===== src/rtl/data_mem_ctrl.sv =====
// -----------------------------------------------------------------------------
// data_mem_ctrl
// Load/store access controller between the core's serialiser and a data RAM
// with a req/ack handshake. One access at a time: a legal start launches a RAM
// request that is held until mem_ack or until the wait budget (TIMEOUT cycles
// of mem_req) runs out. Illegal starts are rejected in IDLE with an err pulse.
//
// Ports
//   clk, rst        : clock, synchronous active-high reset
//   start           : single-cycle access request (is_store/func/byte_off
//                     sampled with it)
//   addr_in         : word address, wdata_in : store word
//   misaligned      : serialiser alignment fault flag
//   rdata_out       : registered load word (only loads update it)
//   busy/done/err   : status; done and err are one-cycle pulses
//   mem_req/mem_we/mem_be/mem_addr/mem_wdata : RAM request bundle
//   mem_rdata/mem_ack                        : RAM response
// -----------------------------------------------------------------------------
module data_mem_ctrl #(
    parameter int TIMEOUT = 16
) (
    input  logic        clk,
    input  logic        rst,
    input  logic        start,
    input  logic        is_store,
    input  logic [2:0]  func,
    input  logic [1:0]  byte_off,
    input  logic [9:0]  addr_in,
    input  logic [31:0] wdata_in,
    input  logic        misaligned,
    output logic [31:0] rdata_out,
    output logic        busy,
    output logic        done,
    output logic        err,
    output logic        mem_req,
    output logic        mem_we,
    output logic [3:0]  mem_be,
    output logic [9:0]  mem_addr,
    output logic [31:0] mem_wdata,
    input  logic [31:0] mem_rdata,
    input  logic        mem_ack
);

    typedef enum logic [1:0] {
        IDLE = 2'd0,
        REQ  = 2'd1,
        DONE = 2'd2
    } state_t;

    localparam logic [7:0] TIMEOUT_M1 = 8'(TIMEOUT - 1);

    state_t      state_reg;
    logic [7:0]  wait_cnt_reg;
    logic [31:0] rdata_reg;
    logic        busy_reg;
    logic        done_reg;
    logic        err_reg;
    logic        mem_req_reg;
    logic        mem_we_reg;
    logic [3:0]  mem_be_reg;
    logic [9:0]  mem_addr_reg;
    logic [31:0] mem_wdata_reg;

    logic        illegal;
    logic [3:0]  store_be;
    logic [3:0]  be_next;

    // Per-lane store enable: byte selects the lane at byte_off, half selects
    // the lane pair picked by byte_off[1] (legal halves have byte_off[0]=0),
    // word selects every lane.
    for (genvar gi = 0; gi < 4; gi++) begin : g_lane
        assign store_be[gi] = (func[1:0] == 2'b00) ? (byte_off == 2'(gi)) :
                              (func[1:0] == 2'b01) ? (byte_off[1] == 1'(gi / 2)) :
                              1'b1;
    end

    // Loads always fetch the whole word; lane extraction happens downstream.
    assign be_next = is_store ? store_be : 4'b1111;

    always_comb begin
        illegal = 1'b0;
        if (misaligned)                                 illegal = 1'b1;
        if (func[1:0] == 2'b11)                         illegal = 1'b1;
        if (func[1:0] == 2'b01 && byte_off[0])          illegal = 1'b1;
        if (func[1:0] == 2'b10 && byte_off != 2'b00)    illegal = 1'b1;
        // Unsigned variants only exist for loads.
        if (is_store && func[2])                        illegal = 1'b1;
    end

    always_ff @(posedge clk) begin
        if (rst) begin
            state_reg     <= IDLE;
            wait_cnt_reg  <= 8'd0;
            rdata_reg     <= 32'd0;
            busy_reg      <= 1'b0;
            done_reg      <= 1'b0;
            err_reg       <= 1'b0;
            mem_req_reg   <= 1'b0;
            mem_we_reg    <= 1'b0;
            mem_be_reg    <= 4'd0;
            mem_addr_reg  <= 10'd0;
            mem_wdata_reg <= 32'd0;
        end else begin
            done_reg <= 1'b0;
            err_reg  <= 1'b0;
            case (state_reg)
                IDLE: begin
                    if (start) begin
                        if (illegal) begin
                            err_reg <= 1'b1;
                        end else begin
                            state_reg    <= REQ;
                            busy_reg     <= 1'b1;
                            mem_req_reg  <= 1'b1;
                            mem_addr_reg <= addr_in;
                            mem_we_reg   <= is_store;
                            mem_be_reg   <= be_next;
                            wait_cnt_reg <= 8'd0;
                            if (is_store) begin
                                mem_wdata_reg <= wdata_in;
                            end
                        end
                    end
                end
                REQ: begin
                    if (mem_ack) begin
                        state_reg   <= DONE;
                        mem_req_reg <= 1'b0;
                        done_reg    <= 1'b1;
                        if (!mem_we_reg) begin
                            rdata_reg <= mem_rdata;
                        end
                    end else if (wait_cnt_reg == TIMEOUT_M1) begin
                        // Budget exhausted: abandon the access, keep rdata.
                        state_reg   <= IDLE;
                        busy_reg    <= 1'b0;
                        mem_req_reg <= 1'b0;
                        err_reg     <= 1'b1;
                    end else begin
                        wait_cnt_reg <= wait_cnt_reg + 8'd1;
                    end
                end
                DONE: begin
                    state_reg <= IDLE;
                    busy_reg  <= 1'b0;
                end
                default: begin
                    state_reg   <= IDLE;
                    busy_reg    <= 1'b0;
                    mem_req_reg <= 1'b0;
                end
            endcase
        end
    end

    assign rdata_out = rdata_reg;
    assign busy      = busy_reg;
    assign done      = done_reg;
    assign err       = err_reg;
    assign mem_req   = mem_req_reg;
    assign mem_we    = mem_we_reg;
    assign mem_be    = mem_be_reg;
    assign mem_addr  = mem_addr_reg;
    assign mem_wdata = mem_wdata_reg;

endmodule

===== config.mk =====
export PLATFORM = sky130hd
export DESIGN_NAME = data_mem_ctrl
export DESIGN_NICKNAME = d
export VERILOG_FILES = /design/src/rtl/data_mem_ctrl.sv
export SDC_FILE = /design/constraint.sdc
export NUM_CORES = 1
export LEC_CHECK = 0
export CORE_UTILIZATION = 40
export DETAILED_ROUTE_END_ITERATION = 6
export DONT_BUFFER_PORTS = 1
export GPL_TIMING_DRIVEN = 0
export SLEW_MARGIN = 20
export SYNTH_ARGS = -nofsm -noshare
export SYNTH_HDL_FRONTEND = slang
export SYNTH_SLANG_ARGS = --single-unit

===== constraint.sdc =====
create_clock -name clk -period 2.35 [get_ports clk]
set_input_delay 0.3525 -clock clk [delete_from_list [all_inputs] [get_ports clk]]
set_output_delay 0.3525 -clock clk [all_outputs]
set_load 0.01 [all_outputs]

=== Word-level counts from Yosys, hierarchy flattened ===
Index checks and enable logic that the tools add are counted.

* Flip-flop bits (word level): 93
* Input bits: 85

* Eq/ne operators: 15
* Add/sub/neg operators: 1
* Bitwise operators: 5
* Reduce and logical (&&, ||, !) cells: 16
* Muxes and demuxes: 35

{| class="wikitable"
|+ Operators by type and width
! operator !! number
|-
| 8-bit 2-to-1 mux || 4
|-
| 1-bit 2-to-1 mux || 21
|-
| 8-bit case mux with 2 select lines || 1
|-
| 4-bit AND reduction || 3
|-
| 2-bit == test, second input constant || 5
|-
| 2-bit != test, second input constant || 5
|-
| 3-bit AND reduction || 3
|-
| 8-bit by 1-bit adder with 8-bit output, second input constant || 1
|-
| 8-bit by 4-bit == test with 1-bit output, second input constant || 1
|-
| 2-bit 2-to-1 mux || 4
|-
| 2-bit by 1-bit == test with 1-bit output, second input constant || 3
|-
| 2-bit zero test || 3
|-
| 1-bit NOT || 5
|-
| 5-bit AND reduction || 1
|-
| 4-bit 2-to-1 mux || 1
|-
| 1-bit case mux with 2 select lines || 2
|-
| 2-bit case mux with 2 select lines || 1
|-
| 2-bit nonzero test || 2
|-
| 1-bit logical AND || 3
|-
| 3-bit != test, second input constant || 1
|-
| 1-bit case mux with 3 select lines || 1
|-
| 2-bit OR reduction || 1
|}

=== Longest topological paths before layout ===
Gate-level depths: netlist (run 1).

* Depth after elaboration: 8
* Gate-level depth with buffers: 6
* Mapped depth without buffers: 5

=== Worst setup path before layout (run 1) ===
Ideal clock, no wire load.

* Kind: input to register
* Start: input func[0]
* End: register wait_cnt_reg[6]
* Stages: 4
* Arrival: 1.658 ns
* Setup slack: 0.575 ns
* Required time: 2.233 ns
* Path buffers: 0
* Cells stage by stage: o31a_1 o32a_1 or3b_1 a32o_1

* Longest elaborated chain between the ends: 7
* Elaborated cells on any way between the ends: 11
* Classes of those cells: eq/ne (4); mux (4); reduce/logical (3)

{| class="wikitable"
|+ RTL lines
! what !! line !! source
|-
| start, declared || 26 || <nowiki>input logic [2:0] func,</nowiki>
|-
| 2-bit == test / 2-bit by 1-bit == test with 1-bit output (equally long branches) || 83, 84 ||
|-
| 1-bit 2-to-1 mux / 1-bit logical AND (equally long branches) || 83, 84 ||
|-
| 1-bit 2-to-1 mux || 84 || <nowiki>if (func[1:0] == 2'b01 && byte_off[0]) illegal = 1'b1;</nowiki>
|-
| 1-bit 2-to-1 mux * || 85 || <nowiki>if (func[1:0] == 2'b10 && byte_off != 2'b00) illegal = 1'b1;</nowiki>
|-
| 1-bit 2-to-1 mux * || 87 || <nowiki>if (is_store && func[2]) illegal = 1'b1;</nowiki>
|-
| 2-bit != test (no line) * || -- ||
|-
| 5-bit AND reduction (no line) * || -- ||
|-
| end signal, assigned || 140 || <nowiki>wait_cnt_reg <= wait_cnt_reg + 8'd1;</nowiki>
|-
| end, declared || 53 || <nowiki>logic [7:0] wait_cnt_reg;</nowiki>
|}

Mark *: on every way between the ends. The rest lies on a longest branch, timed or not.
A chain may end at the register's enable or synchronous reset.

=== Worst setup path in the final report (run 1) ===
* Start: register state_reg[0]
* End: register rdata_reg[26] (netlist: rdata_out[26])

* Longest elaborated chain between the ends: 2

{| class="wikitable"
|+ RTL lines
! what !! line !! source
|-
| start, declared || 52 || <nowiki>state_t state_reg;</nowiki>
|-
| start signal, assigned || 92 || <nowiki>state_reg <= IDLE;</nowiki>
|-
| start signal, assigned || 112 || <nowiki>state_reg <= REQ;</nowiki>
|-
| start signal, assigned || 127 || <nowiki>state_reg <= DONE;</nowiki>
|-
| 2-bit by 1-bit == test with 1-bit output || 106 || <nowiki>case (state_reg)</nowiki>
|-
| 3-bit AND reduction (no line) || -- ||
|-
| end signal, assigned || 131 || <nowiki>rdata_reg <= mem_rdata;</nowiki>
|-
| end, declared || 54 || <nowiki>logic [31:0] rdata_reg;</nowiki>
|}

Every way passes these cells.

==> results of run 1 <==
==> layout make-up <==
type                            count  area [sq um]  share of cell area, %
Multi-Input combinational cell    286          1615                  40.53
Clock buffer                       10         127.6                  3.203
Clock inverter                      6         93.84                  2.355
Buffer                             27         132.6                  3.328
Sequential cell                    93          1862                  46.72
Inverter                            5         18.77                 0.4710
Tap cell                          108         135.1                  3.391
==> worst max-delay path, stage by stage, from the launching register on <==
cell and delay, ns:
dfxtp_1 0.48, nor2b_1 0.55, and3b_1 0.23, clkbuf_1 0.20, buf_2 0.25, nand2_1 0.08
a21oi_1 0.12
==> report_power, final <==
group	internal, W	total [W]	leakage [nW]	switching [W]
registers	0.00160	0.00164	0.751	0.0000345
clock network	0.000610	0.00118	0.107	0.000574
logic	0.0000541	0.000146	0.492	0.0000919
total	0.00227	0.00297	1.35	0.000701
==> cell families (layout without fill, tap and decap cells) <==
| family | after synthesis | count (layout) | share of synthesized area [%] |
|---|---|---|---|
| multiplexers | 43 | 43 | 11.86 |
| flip-flops | 93 | 93 | 51.31 |
| adder cells (fa/ha/maj) | 1 | 1 | 0.3448 |
| buffers and inverters | 32 | 48 | 4.172 |
| AO/OA/AOI/OAI | 67 | 67 | 11.93 |
| AND/OR/NAND/NOR | 175 | 175 | 20.38 |
==> path summary, 6_finish.rpt <==
| path | start | cells past startpoint | slack (ns) | end |
|---|---|---|---|---|
| worst min register to register | wait_cnt_reg[7] | 1 | 0.50 | wait_cnt_reg[7] |
| worst max register to register | state_reg[0] | 6 | 0.36 | rdata_out[26] |
| worst max-delay path | state_reg[0] | 6 | 0.36 | rdata_out[26] |
| worst min-delay path | mem_rdata[22] | 2 | 0.12 | rdata_out[22] |
==> routing by layer <==
layer | routed length (microns) | share of wire [%] | GRT usage [%]
met1 | 3355 | 41 | 19.47
met2 | 3733 | 46 | 28.28
met3 | 896 | 11 | 7.194
met4 | 185 | 2.3 | 7.692
met5 | 0 | 0 | 0
==> layout by cell type, fill, tap and decap left out, types with 3 or more instances in the layout <==
cell      Yosys  final
nand2_1     132    132
dfxtp_1      93     93
mux2i_1      43     43
a21oi_1      37     37
clkbuf_1     17     18
nor2_1       18     18
clkbuf_8      0      9
buf_2         7      7
a311oi_1      7      7
nand2b_1      4      4
inv_1         4      4
buf_6         3      3
nor2b_1       3      3
and3_1        3      3
a211oi_1      3      3
o21ai_0       3      3
==> metrics by stage <==
step | cells | cell area [sq um]
3_3_place_gp | 519 | 3764
6_report | 535 | 3985
4_1_cts | 535 | 3985
5_1_grt | 535 | 3985
3_5_place_dp | 519 | 3764
2_1_floorplan | 411 | 3628
==> synth_stat cells (2+ instances only) <==
master	count
nand2_1	132
dfxtp_1	93
mux2i_1	43
a21oi_1	37
nor2_1	18
clkbuf_1	17
a311oi_1	7
buf_2	7
inv_1	4
nand2b_1	4
a211oi_1	3
and3_1	3
buf_6	3
nor2b_1	3
o21ai_0	3
a31oi_1	2
and2_1	2
o21ai_1	2
o21bai_1	2
o32ai_1	2
or3_1	2
==> flow_metrics.tcl, run 1 <==
set metrics [dict create \
    arrival_ns 2.27 \
    tns_ns 0 \
    ys_top_cells_by_area "dfxtp_1 51%, nand2_1 14%, mux2i_1 12%" \
    report.final.slew_viol_count 0 \
    critical_path.max_fanout 10 \
    cts_buffer_depth 2 \
    cts_num_sinks 93 \
    cellPowerDensity_nw_per_um2 744.9 \
    tritoncts "built" \
    netlist.area_leader.share_pct 51.31 \
    start_util_pct 41.40 \
    grt_overflow 0 \
    vias 2845 \
    antenna-diode-count 0 \
    core.rowCount 34 \
    grt_pass1_wl_mm 13.12 \
    maxSlewHeadroom_pct 59.58 \
    finalCritPeriodShare_pct 84.81 \
    clk_latency_ns 0.35 \
    ir_drop_v 0.0004164 \
    finalHoldViolCount 0 \
    firstDrtPassIters 4 \
    async_flop_share_pct 0 \
    cts_resized 0 \
    vias_per_cell 5.318 \
    synth_nets 497 \
    path_clk_slew_ns 0.10 \
    yosys_most_used_dff "dfxtp_1" \
    end_kind "flip-flop" \
    fillers 877 \
    fin_util_pct 45.47 \
    drtIter0Drc 99 \
    worst_slack_ns 0.3571 \
    p_leak_nw 1.350 \
    yosysWarningCount 0 \
    dieArea_sq_um 9456 \
    p_total_w 0.002969 \
    drive_gt1_share_pct 7.260 \
    hold_ws_ns 0.1180 \
    maxCapViolCount 0 \
    syn_area_sq_um 3628 \
    io_buffers 0 \
    clockRootBuffer "clkbuf_8" \
    setup_viol 0 \
    grt_max_degree 17 \
    synth_edf_count 0 \
    hold_class "in -> reg" \
    fin_skew_ns 0.01306 \
    cts_setup_buffers 0 \
    die_h_microns 97.24 \
    antenna_found_initial 0 \
    yosysTopAreaCell "dfxtp_1" \
    synth-seq-cells 93 \
    tightest_slew_ns 0.6051 \
    worstPathRequired_ns 2.63 \
    route.detailed.drc 0 \
    yosysUniqueCellTypes 43 \
    rsz0062_at_grt "no" \
    pre_cts_ws_ns 0.3673 \
    cts_hold_buf 0 \
    min_period_ns 1.993 \
    layout.nets 508 \
    wl_mm 8.170 \
    htree_levels 3 \
    worstSetupPathType "reg -> reg" \
    grt_use_total_pct 17.20 \
    wire_per_inst_microns 15.27 \
    io_pins 168 \
    fmax_mhz 501.8 \
    grt_pass1_vias 2721 \
    postRouteAntennaNets 0 \
    avgSynthCellArea_sq_um 8.828 \
    syn_to_final_growth_pct 9.828 \
    ys_seq_area_share_pct 51.31 \
    die_w_microns 97.24 \
    core_sq_um 8763 \
    synthCells 411 \
    outcome "completed" \
    dp_hpwl_mm 5.844 \
    gp_congestion 0.8215 \
    cts-buffers-inserted 9 \
    start_kind "flip-flop" \
]
Power figures use the tool's default switching activity.
==> run 2, diff against run 1 <==
- clock period: 2.35 -> 2 ns (I/O delays scaled with it)
==> flow_metrics.tcl, run 2 (synthesis gave the netlist of run 1 again) <==
set metrics [dict create \
    power_frac_comb_pct 4.9 \
    pre_cts_ws_ns 0.01730 \
    path_clk_slew_ns 0.10 \
    gp_congestion 0.8215 \
    intPower_w 0.002665 \
    cts_hold_buf 0 \
    tns_ns 0 \
    tightest_slew_ns 0.5354 \
    vias 2841 \
    p_seq_share_pct 55.2 \
    maxSlewHeadroom_pct 64.31 \
    start_util_pct 41.40 \
    finalHoldViolCount 0 \
    tritoncts "built" \
    cts_setup_buffers 0 \
    vias_per_cell 5.310 \
    io_buffers 0 \
    arrival_ns 2.06 \
    end_kind "flip-flop" \
    hold_class "in -> reg" \
    report.final.slew_viol_count 0 \
    setup_viol 0 \
    antenna_found_initial 0 \
    cts_num_sinks 93 \
    p_clk_share_pct 39.9 \
    syn_to_final_growth_pct 10.03 \
    htree_levels 3 \
    cp_cell_sequence "ha_1, nand3_1, o21ai_0, or3b_1, a32o_1" \
    die_h_microns 97.24 \
    cts_buffer_depth 2 \
    cts-buffers-inserted 9 \
    fillers 875 \
    min_period_ns 1.811 \
    core.rowCount 34 \
    grt_overflow 0 \
    critPathSlowestCell "dfxtp_1" \
    cellPowerDensity_nw_per_um2 873.4 \
    postRouteAntennaNets 0 \
    switchingPower_w 0.0008218 \
    fin_skew_ns 0.01319 \
    drtIter0Drc 101 \
    grt_pass1_wl_mm 13.10 \
    clk_latency_ns 0.35 \
    wl_mm 8.142 \
    layout_commonest_cell "nand2_1" \
    finalCritPeriodShare_pct 90.54 \
    worstPathRequired_ns 2.25 \
    rsz0062_at_grt "no" \
    grt_max_degree 17 \
    p_total_w 0.003487 \
    maxCapViolCount 0 \
    route.detailed.drc 0 \
    grt_use_total_pct 17.18 \
    dp_hpwl_mm 5.844 \
    switching_share_pct 23.57 \
    grt_pass1_vias 2717 \
    fmax_mhz 552.2 \
    core_sq_um 8763 \
    cpPeakStageDelay_ns 0.38 \
    wire_per_inst_microns 15.22 \
    ir_drop_v 0.0004871 \
    p_leak_nw 1.351 \
    firstDrtPassIters 4 \
    worstSetupPathType "reg -> reg" \
    dieArea_sq_um 9456 \
    clockRootBuffer "clkbuf_8" \
    worst_slack_ns 0.1892 \
    layout.nets 508 \
    outcome "completed" \
    antenna-diode-count 0 \
    die_w_microns 97.24 \
    rrSetupSlack_ns 0.19 \
    final_cell_mix "132 x nand2_1, 93 x dfxtp_1, 43 x mux2i_1" \
    start_kind "flip-flop" \
    io_pins 168 \
    critical_path.max_fanout 7 \
    drive_gt1_share_pct 7.494 \
]
## run 2: what timing repair did
| action | in CTS | in global routing |
|---|---|---|
| resized for setup | 1 | 1 |
| cloned | 0 | 0 |
| setup endpoints to repair | 2 | 14 |
| pin swaps | 0 | 0 |
## run 2: power groups by stage
stage / Combinational (W) / Clock, W / Sequential, W
5_1_grt: 0.000196 / 0.00152 / 0.00193
3_3_place_gp: 0.000169 / 0 / 0.00197
4_1_cts: 0.000174 / 0.00144 / 0.00193
2_1_floorplan: 0.000138 / 0 / 0.00196
6_report: 0.000172 / 0.00139 / 0.00193
3_5_place_dp: 0.000173 / 0 / 0.00197
## run 2: layout make-up
cell class	instances	area [sq um]	area share, %
buffer	27	132.6	3.322
clock buffer	10	127.6	3.196
clock inverter	6	93.84	2.350
inverter	5	18.77	0.4701
multi-input combinational	286	1623	40.65
sequential	93	1862	46.63
tap	108	135.1	3.385
## run 2: path summary, 6_finish.rpt
kind                   startpoint         endpoint  cells after the start
hold / removal      mem_rdata[22]    rdata_out[22]                      2
hold reg to reg   wait_cnt_reg[0]  wait_cnt_reg[0]                      2
setup / recovery  wait_cnt_reg[0]  wait_cnt_reg[6]                      5
setup reg to reg  wait_cnt_reg[0]  wait_cnt_reg[6]                      5
## run 2: critical path, delay by kind of cell (launching register included)
family	cells	cell delay, ns
compound gates	2	0.51
fa+ha+maj	1	0.20
flops	1	0.38
simple gates	2	0.63
## run 2: stage by stage
step                cells  util, %  instance area, sq um  hold WS, ns
detailed placement    519    42.95                  3764       0.4435
global route          535    45.56                  3993      0.04391
floorplan             411        -                  3628       0.4360
finish                535    45.56                  3993      0.06489
CTS                   535    45.50                  3988      0.04679
global placement      519    42.95                  3764       0.4393
## run 2: metal layers
layer	part of all wire, %	wire length [microns]	track usage, %	vias to the layer above
li1	-	-	-	1402
met1	41	3324	19.47	1298
met2	46	3737	28.22	126
met3	11	894	7.194	15
met4	2.3	186	7.692	0
met5	0	0	0	-
